### src/rtl/frame_tx_pkg.sv
`default_nettype none
// ============================================================================
// Module   : frame_tx_pkg
// Purpose  : Shared definitions for the serial frame transmitter and the
//            matching receive-side validator: frame geometry, default header
//            byte and the transmitter state encoding.
// Revision : 1.0 - initial release
// ============================================================================
package frame_tx_pkg;

  localparam int FRAME_W   = 40;
  localparam int PAYLOAD_W = 24;
  localparam int CSUM_W    = 8;

  localparam logic [7:0] DEFAULT_HEADER = 8'hCC;

  typedef enum logic [1:0] {
    ST_IDLE = 2'd0,
    ST_SEND = 2'd1,
    ST_GAP  = 2'd2
  } state_t;

endpackage : frame_tx_pkg
`default_nettype wire

### src/rtl/frame_checksum.sv
`default_nettype none
// ============================================================================
// Module   : frame_checksum
// Purpose  : Modulo-256 sum of the header byte and the three payload bytes.
//            Purely combinational so the receiver can reuse it to validate
//            an incoming frame.
// Ports    : header  [7:0]   header byte
//            payload [23:0]  payload word
//            sum     [7:0]   truncated byte sum (carries discarded)
// Revision : 1.0 - initial release
// ============================================================================
module frame_checksum
  import frame_tx_pkg::*;
(
  input  logic [7:0]           header,
  input  logic [PAYLOAD_W-1:0] payload,
  output logic [CSUM_W-1:0]    sum
);

  // All operands are 8 bits wide, so the sum wraps naturally at 256.
  assign sum = header + payload[23:16] + payload[15:8] + payload[7:0];

endmodule : frame_checksum
`default_nettype wire

### src/rtl/frame_tx.sv
`default_nettype none
// ============================================================================
// Module   : frame_tx
// Purpose  : Accepts a 24-bit payload, wraps it into a 40-bit frame
//            {HEADER, payload, checksum} and shifts it out LSB-first, one bit
//            per bit_en strobe, followed by GAP_BITS idle bit periods.
// Ports    : clk         system clock
//            rst_n       asynchronous active-low reset
//            din         payload word
//            din_valid   payload offer
//            din_ready   payload accepted this cycle (IDLE only)
//            bit_en      one strobe per transmitted bit period
//            ser_o       serial frame bit (registered)
//            ser_valid   ser_o carries a frame bit (registered)
//            busy        SEND or GAP in progress (registered)
//            frame_done  strobe that consumes frame bit 39
// Revision : 1.0 - initial release
// ============================================================================
module frame_tx
  import frame_tx_pkg::*;
#(
  parameter logic [7:0] HEADER   = DEFAULT_HEADER,
  parameter int         GAP_BITS = 8
) (
  input  logic                 clk,
  input  logic                 rst_n,
  input  logic [PAYLOAD_W-1:0] din,
  input  logic                 din_valid,
  output logic                 din_ready,
  input  logic                 bit_en,
  output logic                 ser_o,
  output logic                 ser_valid,
  output logic                 busy,
  output logic                 frame_done
);

  // A zero-bit counter is not representable, so GAP_BITS=0 keeps one unused bit.
  localparam int                GAP_CW   = (GAP_BITS > 0) ? $clog2(GAP_BITS + 1) : 1;
  localparam logic [GAP_CW-1:0] GAP_LAST = GAP_CW'((GAP_BITS > 0) ? GAP_BITS - 1 : 0);
  localparam logic [5:0]        LAST_BIT = 6'(FRAME_W - 1);

  state_t               state,     state_nxt;
  logic [FRAME_W-1:0]   shreg,     shreg_nxt;
  logic [5:0]           bit_cnt,   bit_cnt_nxt;
  logic [GAP_CW-1:0]    gap_cnt,   gap_cnt_nxt;
  logic                 ser_o_nxt;
  logic                 ser_valid_nxt;
  logic                 busy_nxt;
  logic [CSUM_W-1:0]    csum;

  frame_checksum u_checksum (
    .header  (HEADER),
    .payload (din),
    .sum     (csum)
  );

  always_ff @(posedge clk or negedge rst_n) begin
    if (!rst_n) begin
      state     <= ST_IDLE;
      shreg     <= '0;
      bit_cnt   <= '0;
      gap_cnt   <= '0;
      ser_o     <= 1'b0;
      ser_valid <= 1'b0;
      busy      <= 1'b0;
    end else begin
      state     <= state_nxt;
      shreg     <= shreg_nxt;
      bit_cnt   <= bit_cnt_nxt;
      gap_cnt   <= gap_cnt_nxt;
      ser_o     <= ser_o_nxt;
      ser_valid <= ser_valid_nxt;
      busy      <= busy_nxt;
    end
  end

  always_comb begin
    state_nxt     = state;
    shreg_nxt     = shreg;
    bit_cnt_nxt   = bit_cnt;
    gap_cnt_nxt   = gap_cnt;
    ser_o_nxt     = ser_o;
    ser_valid_nxt = ser_valid;
    busy_nxt      = busy;
    din_ready     = 1'b0;
    frame_done    = 1'b0;

    case (state)
      ST_IDLE: begin
        din_ready = 1'b1;
        // bit_en is deliberately not looked at here: the first frame bit is
        // presented on ser_o before any strobe can consume it.
        if (din_valid) begin
          shreg_nxt     = {HEADER, din, csum};
          bit_cnt_nxt   = '0;
          ser_o_nxt     = csum[0];
          ser_valid_nxt = 1'b1;
          busy_nxt      = 1'b1;
          state_nxt     = ST_SEND;
        end
      end

      ST_SEND: begin
        if (bit_en) begin
          if (bit_cnt == LAST_BIT) begin
            frame_done    = 1'b1;
            shreg_nxt     = '0;
            bit_cnt_nxt   = '0;
            gap_cnt_nxt   = '0;
            ser_o_nxt     = 1'b0;
            ser_valid_nxt = 1'b0;
            if (GAP_BITS > 0) begin
              state_nxt = ST_GAP;
              busy_nxt  = 1'b1;
            end else begin
              state_nxt = ST_IDLE;
              busy_nxt  = 1'b0;
            end
          end else begin
            // ser_o is registered, so look one bit ahead of the shift.
            shreg_nxt   = shreg >> 1;
            bit_cnt_nxt = bit_cnt + 6'd1;
            ser_o_nxt   = shreg[1];
          end
        end
      end

      ST_GAP: begin
        if (bit_en) begin
          if (gap_cnt == GAP_LAST) begin
            gap_cnt_nxt = '0;
            busy_nxt    = 1'b0;
            state_nxt   = ST_IDLE;
          end else begin
            gap_cnt_nxt = gap_cnt + GAP_CW'(1);
          end
        end
      end

      default: begin
        state_nxt     = ST_IDLE;
        ser_o_nxt     = 1'b0;
        ser_valid_nxt = 1'b0;
        busy_nxt      = 1'b0;
      end
    endcase
  end

endmodule : frame_tx
`default_nettype wire

### config.mk
export PLATFORM = sky130hd
export DESIGN_NAME = frame_tx
export DESIGN_NICKNAME = d
export VERILOG_FILES = /design/src/rtl/frame_tx_pkg.sv /design/src/rtl/frame_checksum.sv /design/src/rtl/frame_tx.sv
export SDC_FILE = /design/constraint.sdc
export NUM_CORES = 1
export LEC_CHECK = 0
export BUFFER_PORTS_ARGS = -buffer_cell sky130_fd_sc_hd__buf_4
export CAP_MARGIN = 20
export CORE_MARGIN = 1
export CORE_UTILIZATION = 50
export CTS_CLUSTER_DIAMETER = 80
export CTS_CLUSTER_SIZE = 28
export DETAILED_ROUTE_END_ITERATION = 16
export GPL_TIMING_DRIVEN = 0
export PLACE_DENSITY = 0.7
export SLEW_MARGIN = 5
export SYNTH_ARGS = -nofsm -noshare
export SYNTH_HDL_FRONTEND = slang
export SYNTH_SLANG_ARGS = --single-unit
### constraint.sdc
create_clock -name clk -period 2.72 [get_ports clk]
set_clock_uncertainty 0.1 [all_clocks]
set_input_delay 0.136 -clock clk [delete_from_list [all_inputs] [get_ports clk]]
set_output_delay 0.136 -clock clk [all_outputs]
set_load 0.03 [all_outputs]
# Yosys cells after proc, flatten, opt, wreduce, memory -nomap -nowiden
# Cells that the tools add are included.
word_totals:
  reg_bits: 55
  input_bits: 28
  elab_cells: 66
classes:
  mux: 36
  add_sub_neg: 5
  reduce_logical: 8
  n_eq_ne: 9
  bitwise: 1
ops:
  columns: ["cell", "count"]
  rows:
  - ["2-to-1 mux 40 bit", 2]
  - ["case mux 40 bit (2 select lines)", 1]
  - ["2-to-1 mux 39 bit", 1]
  - ["2-to-1 mux 6 bit", 3]
  - ["adder 8 bit", 2]
  - ["2-to-1 mux 4 bit", 4]
  - ["2-to-1 mux 1 bit", 14]
  - ["case mux 6 bit (2 select lines)", 1]
  - ["2-to-1 mux 2 bit", 5]
  - ["inequality test 2 bit, second input constant", 5]
  - ["case mux 1 bit (3 select lines)", 3]
  - ["adder 8 bit, first input constant", 1]
  - ["case mux 4 bit (2 select lines)", 1]
  - ["AND reduction 4 bit", 2]
  - ["adder 6 x 1 -> 6 bit, second input constant", 1]
  - ["== test 6 bit, second input constant", 1]
  - ["case mux 2 bit (3 select lines)", 1]
  - ["AND reduction 3 bit", 2]
  - ["AND reduction 5 bit", 1]
  - ["adder 4 x 1 -> 4 bit, second input constant", 1]
  - ["== test 4 x 3 -> 1 bit, second input constant", 1]
  - ["nonzero test 2 bit", 2]
  - ["== test 2 x 1 -> 1 bit, second input constant", 1]
  - ["== test 2 bit, second input constant", 1]
  - ["2 further kinds", 2]

# Depth between registers and ports, before layout
# Gate-level depths: netlist of run 1.
depth:
  depth_word: 5
  mapped_depth: 11
  mapped_depth_nobuf: 11

# Modules after synthesis
# Synthesis of run 1 repeated with hierarchy kept, for this count alone.
hier_totals:
  hier_cells: 327
  area_unflattened_um2: 3179.3
by_module_without_submodules:
  columns: ["module", "instances", "seq_area_each_um2", "area_each_um2", "cells_per_inst"]
  rows:
  - ["frame_tx", 1, 1351.3, 2506.2, 247]
  - ["frame_checksum", 1, 0.0, 673.1, 80]

# Worst setup path after synthesis of run 1
# Ideal clock, no wire load.
synth_path:
  path_kind: "input-to-reg"
  start: "input din[2]"
  end: "register shreg[6]"
  path_slack_ps: 108
  t_arrival_ps: 2386
  required_ps: 2494
  stages: 11
  n_path_buf: 0
  cell_sequence: "inv_1 ha_1 fa_1 inv_1 ha_1 fa_1 a21o_1 a21oi_1 xor2_1 nor2_1 o32a_1"
synth_via:
  elab_chain_len: 3
synth_rtl:
  columns: ["element", "line", "source"]
  rows:
  - ["start: declaration", "frame_tx.sv:27", "input logic [PAYLOAD_W-1:0] din,"]
  - ["adder 8 bit", "frame_checksum.sv:21", "assign sum = header + payload[23:16] + payload[15:8] + payload[7:0];"]
  - ["2-to-1 mux 40 bit", "frame_tx.sv:93", "if (din_valid) begin"]
  - ["case mux 40 bit (2 select lines)", "frame_tx.sv:88", "case (state)"]
  - ["end signal: assignment", "frame_tx.sv:68", "shreg <= shreg_nxt;"]
  - ["end: declaration", "frame_tx.sv:43", "logic [FRAME_W-1:0] shreg, shreg_nxt;"]
# No other way between the ends. The select of a mux whose other input is x is not followed.
# A chain may end at the register's enable or synchronous reset.

# Worst setup path in the final report of run 1
layout_path:
  start: "input din[21]"
  end: "register shreg[7]"
layout_via:
  elab_chain_len: 5
layout_rtl:
  columns: ["element", "line"]
  rows:
  - ["adder 8 bit (3 in series)", "frame_checksum.sv:21"]
  - ["2-to-1 mux 40 bit", "frame_tx.sv:93"]
  - ["case mux 40 bit (2 select lines)", "frame_tx.sv:88"]
# No other way between the ends. The select of a mux whose other input is x is not followed.

==> flow_metrics.py, run 1 <==
metrics = {
    "outcome": {
        "status": "completed",
    },
    "worst_hold_path": {
        "min_path_type": "in2reg",
        "hold-path-cell-count": 3,
    },
    "placement": {
        "hpwlAfterDp_um": 4560,
        "io_buffers": 31,
        "place_ws_ns": -0.109,
        "gp_congestion": 0.798,
    },
    "cts": {
        "clockBufferDepth": 2,
        "cts_buffers": 5,
        "cts_root_buf": "clkbuf_8",
        "clock_sinks": 54,
        "htree_levels": 2,
        "clk_latency_ns": 0.31,
        "path_clk_slew_ns": 0.10,
        "post_cts_buffers": 0,
        "tritoncts": "yes",
    },
    "drt": {
        "wirelength_um": 6770,
        "avgViaCountPerCell": 5.76,
        "firstDrtPassIters": 6,
        "drtAntennaViolNets": 0,
        "wl_per_cell_um": 15.9,
        "vias": 2452,
        "drc": 0,
        "drt_iter0_drc": 245,
    },
    "critical_path": {
        "required_ns": 2.82,
        "end_kind": "register",
        "arrival_ns": 2.70,
        "r2r_cells": 5,
        "critPathMaxFanout": 3,
        "cp-start-kind": "input pin",
        "setup.worst_path.class": "in2reg",
    },
    "timing": {
        "setup_viol": 0,
        "period_needed_ns": 2.61,
        "worstMarginPinSlew_ns": 0.704,
        "timing.hold.ws_ns": 0.0114,
        "fmax_mhz": 384,
        "min_period_over_period_pct": 95.8,
        "setup-tns-final_ns": 0,
        "hold_viol": 0,
        "setup_ws_ns": 0.114,
        "max-slew-margin-rel_pct": 53.1,
        "slew_viol_final": 0,
    },
    "global_routing": {
        "grt_pass1_wl_um": 11100,
        "antenna_found_initial": 0,
        "grt_max_degree": 55,
        "track_usage_pct": 23.0,
        "grt_pass1_vias": 2340,
        "grt_overflow": 0,
    },
    "yosys": {
        "synth_area_sq_um": 2970,
        "syn-instance-count": 293,
        "synthArstFlopShare_pct": 100,
        "syn_avg_cell_area_sq_um": 10.1,
        "ys_types": 45,
        "synth_edf_count": 0,
        "yosysSeqAreaShare_pct": 45.5,
        "synth_fp_nets": 342,
        "ys_ff_latch": 54,
        "yosys_warnings": 0,
        "yosysTopAreaCellShare_pct": 45.5,
        "yosys.area.top_type": "dfrtp_1",
        "synth.area.top_cells": "dfrtp_1 (45%), a222oi_1 (8.8%), inv_1 (6.7%)",
        "synth_flop_cell": "dfrtp_1",
    },
    "layout": {
        "area_growth_syn_to_layout_pct": 23.5,
        "antenna_cells": 0,
        "drive_gt1_share_pct": 16.9,
        "nets": 403,
        "fin_util_pct": 65.4,
        "final_common_cell": "dfrtp_1",
        "layout_common_cells": "dfrtp_1 (54), inv_1 (53), buf_4 (34)",
    },
    "pwr": {
        "peakVddDrop_v": 0.000418,
        "p_leak_nw": 1.91,
        "powerDensity_nw_per_um2": 772,
    },
    "floorplan": {
        "die_x_um": 79.1,
        "fp.dieH_um": 79.1,
        "pin_count": 33,
        "initial_utilization_pct": 53.0,
        "dieArea_sq_um": 6250,
        "core_area_sq_um": 5610,
        "row_count": 27,
    },
    "run": {
        "max-cap-violations": 0,
    },
}
-- path summary, 6_finish.rpt --
check,startpoint,to,slack (ns)
worst max-delay path,din[21],shreg[7]$_DFFE_PN0P_,0.11
worst min-delay path,din[8],shreg[16]$_DFFE_PN0P_,0.01
max in group asynchronous,rst_n,shreg[20]$_DFFE_PN0P_,1.74
worst max register to register,bit_cnt[0]$_DFFE_PN0P_,shreg[6]$_DFFE_PN0P_,0.81
worst min register to register,shreg[39]$_DFFE_PN0P_,shreg[39]$_DFFE_PN0P_,0.39
min in group asynchronous,rst_n,gap_cnt[1]$_DFFE_PN0P_,0.31
-- sequential cells by signal, indices dropped and copies added (netlist names) --
name and count:
shreg 39, state 2, gap_cnt 4, busy 1, bit_cnt 6, ser_o 1, ser_valid 1
-- Yosys cell counts, types with 2 or more instances --
library cell and n:
nor2_1 19, nor4_1 2, a211oi_1 3, dfrtp_1 54, buf_2 7, mux2_2 2, o21ai_0 8, a22o_1 5
clkbuf_1 4, xnor2_1 6, a21oi_1 21, nand2b_1 3, ha_1 13, a21o_1 5, nand2_1 11, a31oi_1 3
nand3_1 6, nand4_1 2, buf_4 3, fa_1 8, buf_6 2, nand3b_1 2, a222oi_1 26, or3_1 2
nor2b_1 2, xor2_1 3, inv_1 53
-- where the power goes --
part	switching, mW	internal (mW)	leakage, nW
Combinational	0.492	0.465	1.16
Clock	0.265	0.295	0.0573
Sequential	0.204	1.11	0.689
Total	0.961	1.87	1.91
-- metal layers --
metal | up-vias | track usage (%) | routed length (um)
met5 | - | 0 | 0
met4 | 0 | 6.18 | 82
met3 | 9 | 4.37 | 391
met2 | 89 | 35.3 | 3040
met1 | 1195 | 33.4 | 3250
li1 | 1159 | - | -
-- final cells by class --
| class | count | area (sq um) |
|---|---|---|
| fill | 476 | 1940 |
| multi-input combinational | 169 | 1350 |
| sequential | 54 | 1350 |
| timing repair buffer | 54 | 463 |
| inverter | 53 | 199 |
| buffer | 17 | 98.8 |
| tap | 72 | 90.1 |
| clock buffer | 6 | 82.6 |
| clock inverter | 1 | 30.0 |
-- critical path, stage by stage --
cell           delay, ns
dlygate4sd3_1       0.52
buf_4               0.11
inv_1               0.04
fa_1                0.47
inv_1               0.07
ha_4                0.25
ha_4                0.27
o21ai_0             0.10
o21bai_1            0.14
a21oi_1             0.09
and3_1              0.17
or3_1               0.33
-- what timing repair did --
item	in CTS	in global routing
hold buffers	23	0
endpoints found under the hold margin	76	0
resized for setup	0	4
endpoints found under the setup margin	0	2
-- stage by stage --
step | cell area, sq um | cells | power [mW]
6_report | 3670 | 426 | 2.83
2_1_floorplan | 2970 | 293 | 1.95
3_3_place_gp | 3290 | 396 | 2.19
4_1_cts | 3640 | 426 | 2.80
5_1_grt | 3670 | 426 | 3.03
3_5_place_dp | 3290 | 396 | 2.22
-- kinds of logic after synthesis --
logic type	after synthesis	share of synthesized area, %
AO/OA/AOI/OAI	79	19.9
XOR/XNOR	9	2.65
adder cells (fa/ha/maj)	21	10.9
buffers and inverters	70	10.0
flip-flops	54	45.5
multiplexers	2	0.758
AND/OR/NAND/NOR	58	10.3
(Power assumes the default switching activity.)
==> run 2, diff against run 1 <==
Settings changed: PLACE_DENSITY 0.7 to 0.69, SYNTH_HIERARCHICAL from default to 1.
==> run 2 against run 1 <==
  * Maximum frequency decreased by 1.6%
  * Die area grew 6.9%
  * Final cell count increased by 11%
  * Global-route usage is 1.3 points lower
  * Power down 4.7%
  * Synthesized area up 7.0%
  * Combinational power fell by 1%
  * Critical path depth rose by 3
  * Sequential cell count did not move
  * Sequential share of layout area fell by 2.1 points
==> flow_metrics.py, run 2 <==
metrics = {
    "yosys": {
        "synth_edf_count": 0,
        "synth_area_sq_um": 3180,
        "yosysSeqAreaShare_pct": 42.5,
        "synthTopCellsByCount": "nand2_1 (70), dfrtp_1 (54), inv_1 (39)",
        "ys_ff_latch": 54,
        "synth.area.top_cells": "dfrtp_1 (43%), fa_1 (8.8%), nand2_1 (8.3%)",
        "syn-instance-count": 327,
        "syn_avg_cell_area_sq_um": 9.72,
        "yosys_warnings": 6,
        "synth_flop_cell": "dfrtp_1",
        "yosysTopAreaCellShare_pct": 42.5,
        "synthArstFlopShare_pct": 100,
        "ys_types": 48,
        "yosysMostFrequentCell": "nand2_1",
        "yosys.area.top_type": "dfrtp_1",
    },
    "critical_path": {
        "end_kind": "register",
        "r2r-start": "bit_cnt[0]$_DFFE_PN0P_",
        "critPathSlowestCell": "fa_1",
        "required_ns": 2.84,
        "crit_path_end": "shreg[7]$_DFFE_PN0P_",
        "cp_top_family": "adder cells",
        "cp.depth": 15,
        "arrival_ns": 2.76,
        "timing.rr.end": "shreg[23]$_DFFE_PN0P_",
        "critPathLaunch": "din[1]",
        "cp-start-kind": "input pin",
        "worst-path-buf-inv": 4,
        "r2r_cells": 6,
        "setup.worst_path.class": "in2reg",
        "ff2ff_setup_slack_ns": 0.81,
        "critPathMaxFanout": 2,
        "path_cells": "buf_8 -> inv_4 -> fa_1 -> inv_2 -> fa_1 -> ha_2 -> inv_2 -> fa_2 -> nor2b_4 -> nor3_2 -> o21bai_1 -> a21oi_2 -> xnor2_1 -> a22oi_1 -> nand2_1",
        "critPathMaxStageDelay_ns": 0.54,
    },
    "layout": {
        "largest_reg_flops": 39,
        "final_common_cell": "nand2_1",
        "multi_input_area_sq_um": 1590,
        "fin_util_pct": 64.5,
        "fin_cells": 471,
        "layout_common_cells": "nand2_1 (70), dfrtp_1 (54), inv_1 (36)",
        "antenna_cells": 0,
        "top_register": "shreg",
        "seqCellArea_sq_um": 1350,
        "drive_gt1_share_pct": 17.9,
        "fillers": 510,
        "area_growth_syn_to_layout_pct": 22.3,
        "nets": 446,
        "reg_top3": "shreg: 39 flops, bit_cnt: 6 flops, gap_cnt: 4 flops",
    },
    "cts": {
        "htree_levels": 2,
        "clockBufferDepth": 2,
        "path_clk_slew_ns": 0.11,
        "cts_root_buf": "clkbuf_8",
        "clock_sinks": 54,
        "cts_buffers": 5,
        "clk_latency_ns": 0.32,
        "tritoncts": "yes",
    },
    "worst_hold_path": {
        "min_path_type": "in2reg",
    },
    "timing": {
        "max-slew-margin-rel_pct": 54.0,
        "fmax_mhz": 378,
        "rsz0062_at_grt": "yes",
        "min_period_over_period_pct": 97.3,
        "period_needed_ns": 2.65,
        "worstMarginPinSlew_ns": 0.690,
        "hold_viol": 0,
        "slew_viol_final": 0,
        "setup_viol": 0,
    },
    "drt": {
        "wirelength_um": 6650,
        "wl_per_cell_um": 14.1,
        "avgViaCountPerCell": 5.18,
        "drt_iter0_drc": 101,
        "drtAntennaViolNets": 0,
        "drc": 0,
        "vias": 2440,
        "firstDrtPassIters": 4,
    },
    "pwr": {
        "internal-power_mw": 1.73,
        "p_switching_uw": 970,
        "power_frac_clock_pct": 18.0,
        "p_comb_share_pct": 35.1,
        "swShare_pct": 36.0,
        "p_leak_nw": 2.02,
        "seq_power_share_pct": 46.8,
        "powerDensity_nw_per_um2": 694,
        "peakVddDrop_v": 0.000408,
    },
    "floorplan": {
        "initial_utilization_pct": 52.8,
        "dieArea_sq_um": 6680,
        "row_count": 28,
        "core_area_sq_um": 6030,
        "die_x_um": 81.7,
        "pin_count": 33,
        "fp.dieH_um": 81.7,
    },
    "global_routing": {
        "grt_pass1_vias": 2351,
        "grt_overflow": 0,
        "antenna_found_initial": 0,
        "track_usage_pct": 21.7,
        "grt_pass1_wl_um": 10800,
        "grt_max_degree": 55,
    },
    "run": {
        "max-cap-violations": 0,
    },
    "placement": {
        "io_buffers": 31,
        "placedCellCount": 439,
        "hpwlAfterDp_um": 4760,
        "gp_congestion": 0.795,
    },
    "outcome": {
        "status": "completed",
    },
}
==> run 2: final cells by class <==
class                           instances  share of cell area (%)
Tap cell                               75                    2.41
Clock buffer                            5                    1.77
Inverter                               39                    3.83
Sequential cell                        54                    34.8
Timing Repair Buffer                   55                    12.4
Clock inverter                          3                   0.740
Multi-Input combinational cell        226                    40.9
Buffer                                 14                    3.12
==> run 2: tightest hold or removal path: cells and delay by family <==
kind	cells	cell delay [ns]
simple gates	1	0.08
buf+inv	1	0.12
compound gates	1	0.05
==> run 2: worst min-delay path by stage <==
stage,endpoint,depth (start not counted),start
final,state[0]$_DFFE_PN0P_,3,din_valid
after global routing,state[0]$_DFFE_PN0P_,3,din_valid
after CTS,state[0]$_DFFE_PN0P_,3,din_valid
after detailed placement,gap_cnt[0]$_DFFE_PN0P_,1,rst_n
after global placement,gap_cnt[0]$_DFFE_PN0P_,1,rst_n
after floorplan,bit_cnt[0]$_DFFE_PN0P_,0,rst_n
==> run 2: kinds of logic after synthesis <==
family                   Yosys count  synth area share (%)
AND/OR/NAND/NOR                  117                  17.5
AO/OA/AOI/OAI                     62                  14.5
flip-flops                        54                  42.5
buffers and inverters             53                  8.42
adder cells (fa/ha/maj)           23                  12.4
XOR/XNOR                          14                  3.86
other                              2                 0.236
multiplexers                       2                 0.669
==> run 2: per-stage QoR <==
stage                     setup TNS, ns  setup slack [ns]  hold WS (ns)  area, sq um  total power [mW]
after detailed placement         -0.511            -0.279         0.130         3530              2.18
after global placement           -0.371            -0.232         0.132         3530              2.14
final                                 0            0.0725        0.0186         3890              2.70
after global routing            -0.0159           -0.0159        0.0141         3890              2.88
after floorplan                       0            0.0224        -0.260         3200              1.92
after CTS                             0            0.0283       0.00940         3870              2.70
==> run 2: routing by layer <==
layer / vias up / global-route usage [%] / routed length [um]
li1: 1204 / - / -
met1: 1179 / 31.6 / 3230
met2: 50 / 33.2 / 3110
met3: 7 / 3.67 / 228
met4: 0 / 6.32 / 70
met5: - / 0 / 0
==> run 2: what timing repair did <==
| action | in CTS | in global routing |
|---|---|---|
| setup endpoints to repair | 0 | 1 |
| hold buffers | 24 | 0 |
| resized for setup | 0 | 9 |
| setup buffers | 0 | 1 |
| endpoints found under the hold margin | 77 | 0 |
==> run 2: power by group through the flow <==
stage / clock (mW) / combinational [mW] / sequential [mW]
final: 0.486 / 0.947 / 1.26
after global routing: 0.529 / 1.06 / 1.30
after CTS: 0.503 / 0.937 / 1.26
after detailed placement: 0 / 0.910 / 1.27
after global placement: 0 / 0.879 / 1.26
after floorplan: 0 / 0.659 / 1.26
==> run 3, diff against run 2 <==
Settings changed: CORE_ASPECT_RATIO from default to 1.4.
==> run 3 against run 2 <==
  * Sequential cell count unchanged
  * Utilization is 1.3 points lower
  * Design area is 0.32% higher
  * Largest power group unchanged
  * Combinational power barely moved
==> flow_metrics.py, run 3 (same netlist as run 2, synthesis figures left out) <==
metrics = {
    "outcome": {
        "status": "completed",
    },
    "timing": {
        "slew_viol_final": 0,
        "hold_viol": 0,
        "max-slew-margin-rel_pct": 54.4,
        "period_needed_ns": 2.62,
        "fmax_mhz": 381,
        "min_period_over_period_pct": 96.5,
        "setup_viol": 0,
        "timing.hold.ws_ns": 0.0107,
        "worstMarginPinSlew_ns": 0.684,
        "setup_ws_ns": 0.0965,
    },
    "placement": {
        "gp_congestion": 0.804,
        "place_ws_ns": -0.278,
        "hpwlAfterDp_um": 4920,
        "io_buffers": 31,
    },
    "critical_path": {
        "critPathMaxFanout": 2,
        "cp_top_family": "adder cells",
        "worst-path-buf-inv": 4,
        "critPathSlowestCell": "fa_1",
        "cp_common_cell": "inv_2",
        "r2r-start": "bit_cnt[0]$_DFFE_PN0P_",
        "cp-start-kind": "input pin",
        "crit_path_end": "shreg[7]$_DFFE_PN0P_",
        "critPathLaunch": "din[1]",
        "cp.depth": 15,
        "path_cells": "buf_6 -> inv_2 -> fa_1 -> inv_2 -> fa_1 -> ha_2 -> inv_2 -> fa_2 -> nor2b_4 -> nor3_4 -> o21bai_1 -> a21oi_2 -> xnor2_1 -> a22oi_1 -> nand2_1",
        "ff2ff_setup_slack_ns": 0.81,
        "setup.worst_path.class": "in2reg",
        "required_ns": 2.82,
        "timing.rr.end": "shreg[23]$_DFFE_PN0P_",
        "arrival_ns": 2.72,
        "r2r_cells": 6,
        "critPathMaxStageDelay_ns": 0.51,
        "end_kind": "register",
    },
    "cts": {
        "tritoncts": "yes",
        "htree_levels": 2,
        "clockBufferDepth": 2,
        "cts_buffers": 5,
        "cts_root_buf": "clkbuf_8",
        "clk_latency_ns": 0.32,
        "path_clk_slew_ns": 0.09,
        "clock_sinks": 54,
    },
    "drt": {
        "drtAntennaViolNets": 0,
        "avgViaCountPerCell": 5.20,
        "firstDrtPassIters": 4,
        "wl_per_cell_um": 14.2,
        "vias": 2434,
        "wirelength_um": 6640,
        "drt_iter0_drc": 78,
        "drc": 0,
    },
    "floorplan": {
        "fp.dieH_um": 96.4,
        "row_count": 34,
        "pin_count": 33,
        "core_area_sq_um": 6170,
        "die_x_um": 69.4,
        "initial_utilization_pct": 51.5,
        "dieArea_sq_um": 6690,
    },
    "global_routing": {
        "grt_pass1_vias": 2493,
        "antenna_found_initial": 0,
        "grt_pass1_wl_um": 11400,
        "track_usage_pct": 22.3,
        "grt_overflow": 0,
        "grt_max_degree": 55,
    },
    "layout": {
        "antenna_cells": 0,
        "layout_common_cells": "nand2_1 (70), dfrtp_1 (54), inv_1 (35)",
        "reg_top3": "shreg: 39 flops, bit_cnt: 6 flops, gap_cnt: 4 flops",
        "top_register": "shreg",
        "area_growth_syn_to_layout_pct": 22.7,
        "largest_reg_flops": 39,
        "drive_gt1_share_pct": 18.7,
        "nets": 446,
        "fin_util_pct": 63.2,
        "final_common_cell": "nand2_1",
        "fillers": 540,
    },
    "run": {
        "max-cap-violations": 0,
    },
    "pwr": {
        "total_power_mw": 2.76,
        "powerDensity_nw_per_um2": 707,
        "p_leak_nw": 2.02,
        "peakVddDrop_v": 0.000416,
    },
    "worst_hold_path": {
        "min_path_type": "in2reg",
    },
}
## run 3: cell type report
class | instances | area (sq um) | area share, %
clock buffer | 5 | 68.8 | 1.76
multi-input combinational | 226 | 1600 | 41.0
timing repair buffer | 55 | 478 | 12.3
buffer | 14 | 121 | 3.11
inverter | 39 | 146 | 3.75
tap | 72 | 90.1 | 2.31
sequential | 54 | 1350 | 34.6
clock inverter | 3 | 43.8 | 1.12
## run 3: per-stage QoR
stage          area [sq um]  TNS [ns]  cells
5_1_grt                3900  -0.00297    468
6_report               3900         0    468
3_3_place_gp           3530    -0.383    436
3_5_place_dp           3530    -0.486    436
4_1_cts                3870         0    467
2_1_floorplan          3200         0    333
## run 3: report_power, final
group          total, mW  internal, mW  switching, mW
registers           1.25          1.08          0.175
clock network      0.556         0.276          0.280
logic              0.948         0.461          0.487
## run 3: worst min-delay path, stage by stage
cell     delay (ns)
buf_4          0.10
a22oi_1        0.08
nand2_1        0.06
## run 3: worst min path at each step
stage          startpoint                endpoint  slack [ns]  cells past startpoint
6_report          din[17]   shreg[25]$_DFFE_PN0P_        0.01                      3
5_1_grt         din_valid    state[0]$_DFFE_PN0P_        0.01                      3
4_1_cts           din[17]   shreg[25]$_DFFE_PN0P_        0.01                      3
3_5_place_dp        rst_n   shreg[15]$_DFFE_PN0P_        0.12                      1
3_3_place_gp        rst_n   shreg[17]$_DFFE_PN0P_        0.12                      1
2_1_floorplan       rst_n  bit_cnt[0]$_DFFE_PN0P_       -0.26                      0
## run 3: what timing repair did
item,in CTS,in global routing
buffers inserted,0,1
endpoints found under the setup margin,0,2
gates resized for setup,0,10
hold buffers,23,0
endpoints found under the hold margin,76,0
## run 3: routing by layer
| layer | GRT usage, % | vias up | routed length (um) |
|---|---|---|---|
| met2 | 41.3 | 38 | 3610 |
| met4 | 9.35 | 0 | 138 |
| li1 | - | 1203 | - |
| met5 | 0 | - | 0 |
| met1 | 25.7 | 1183 | 2740 |
| met3 | 3.35 | 10 | 153 |
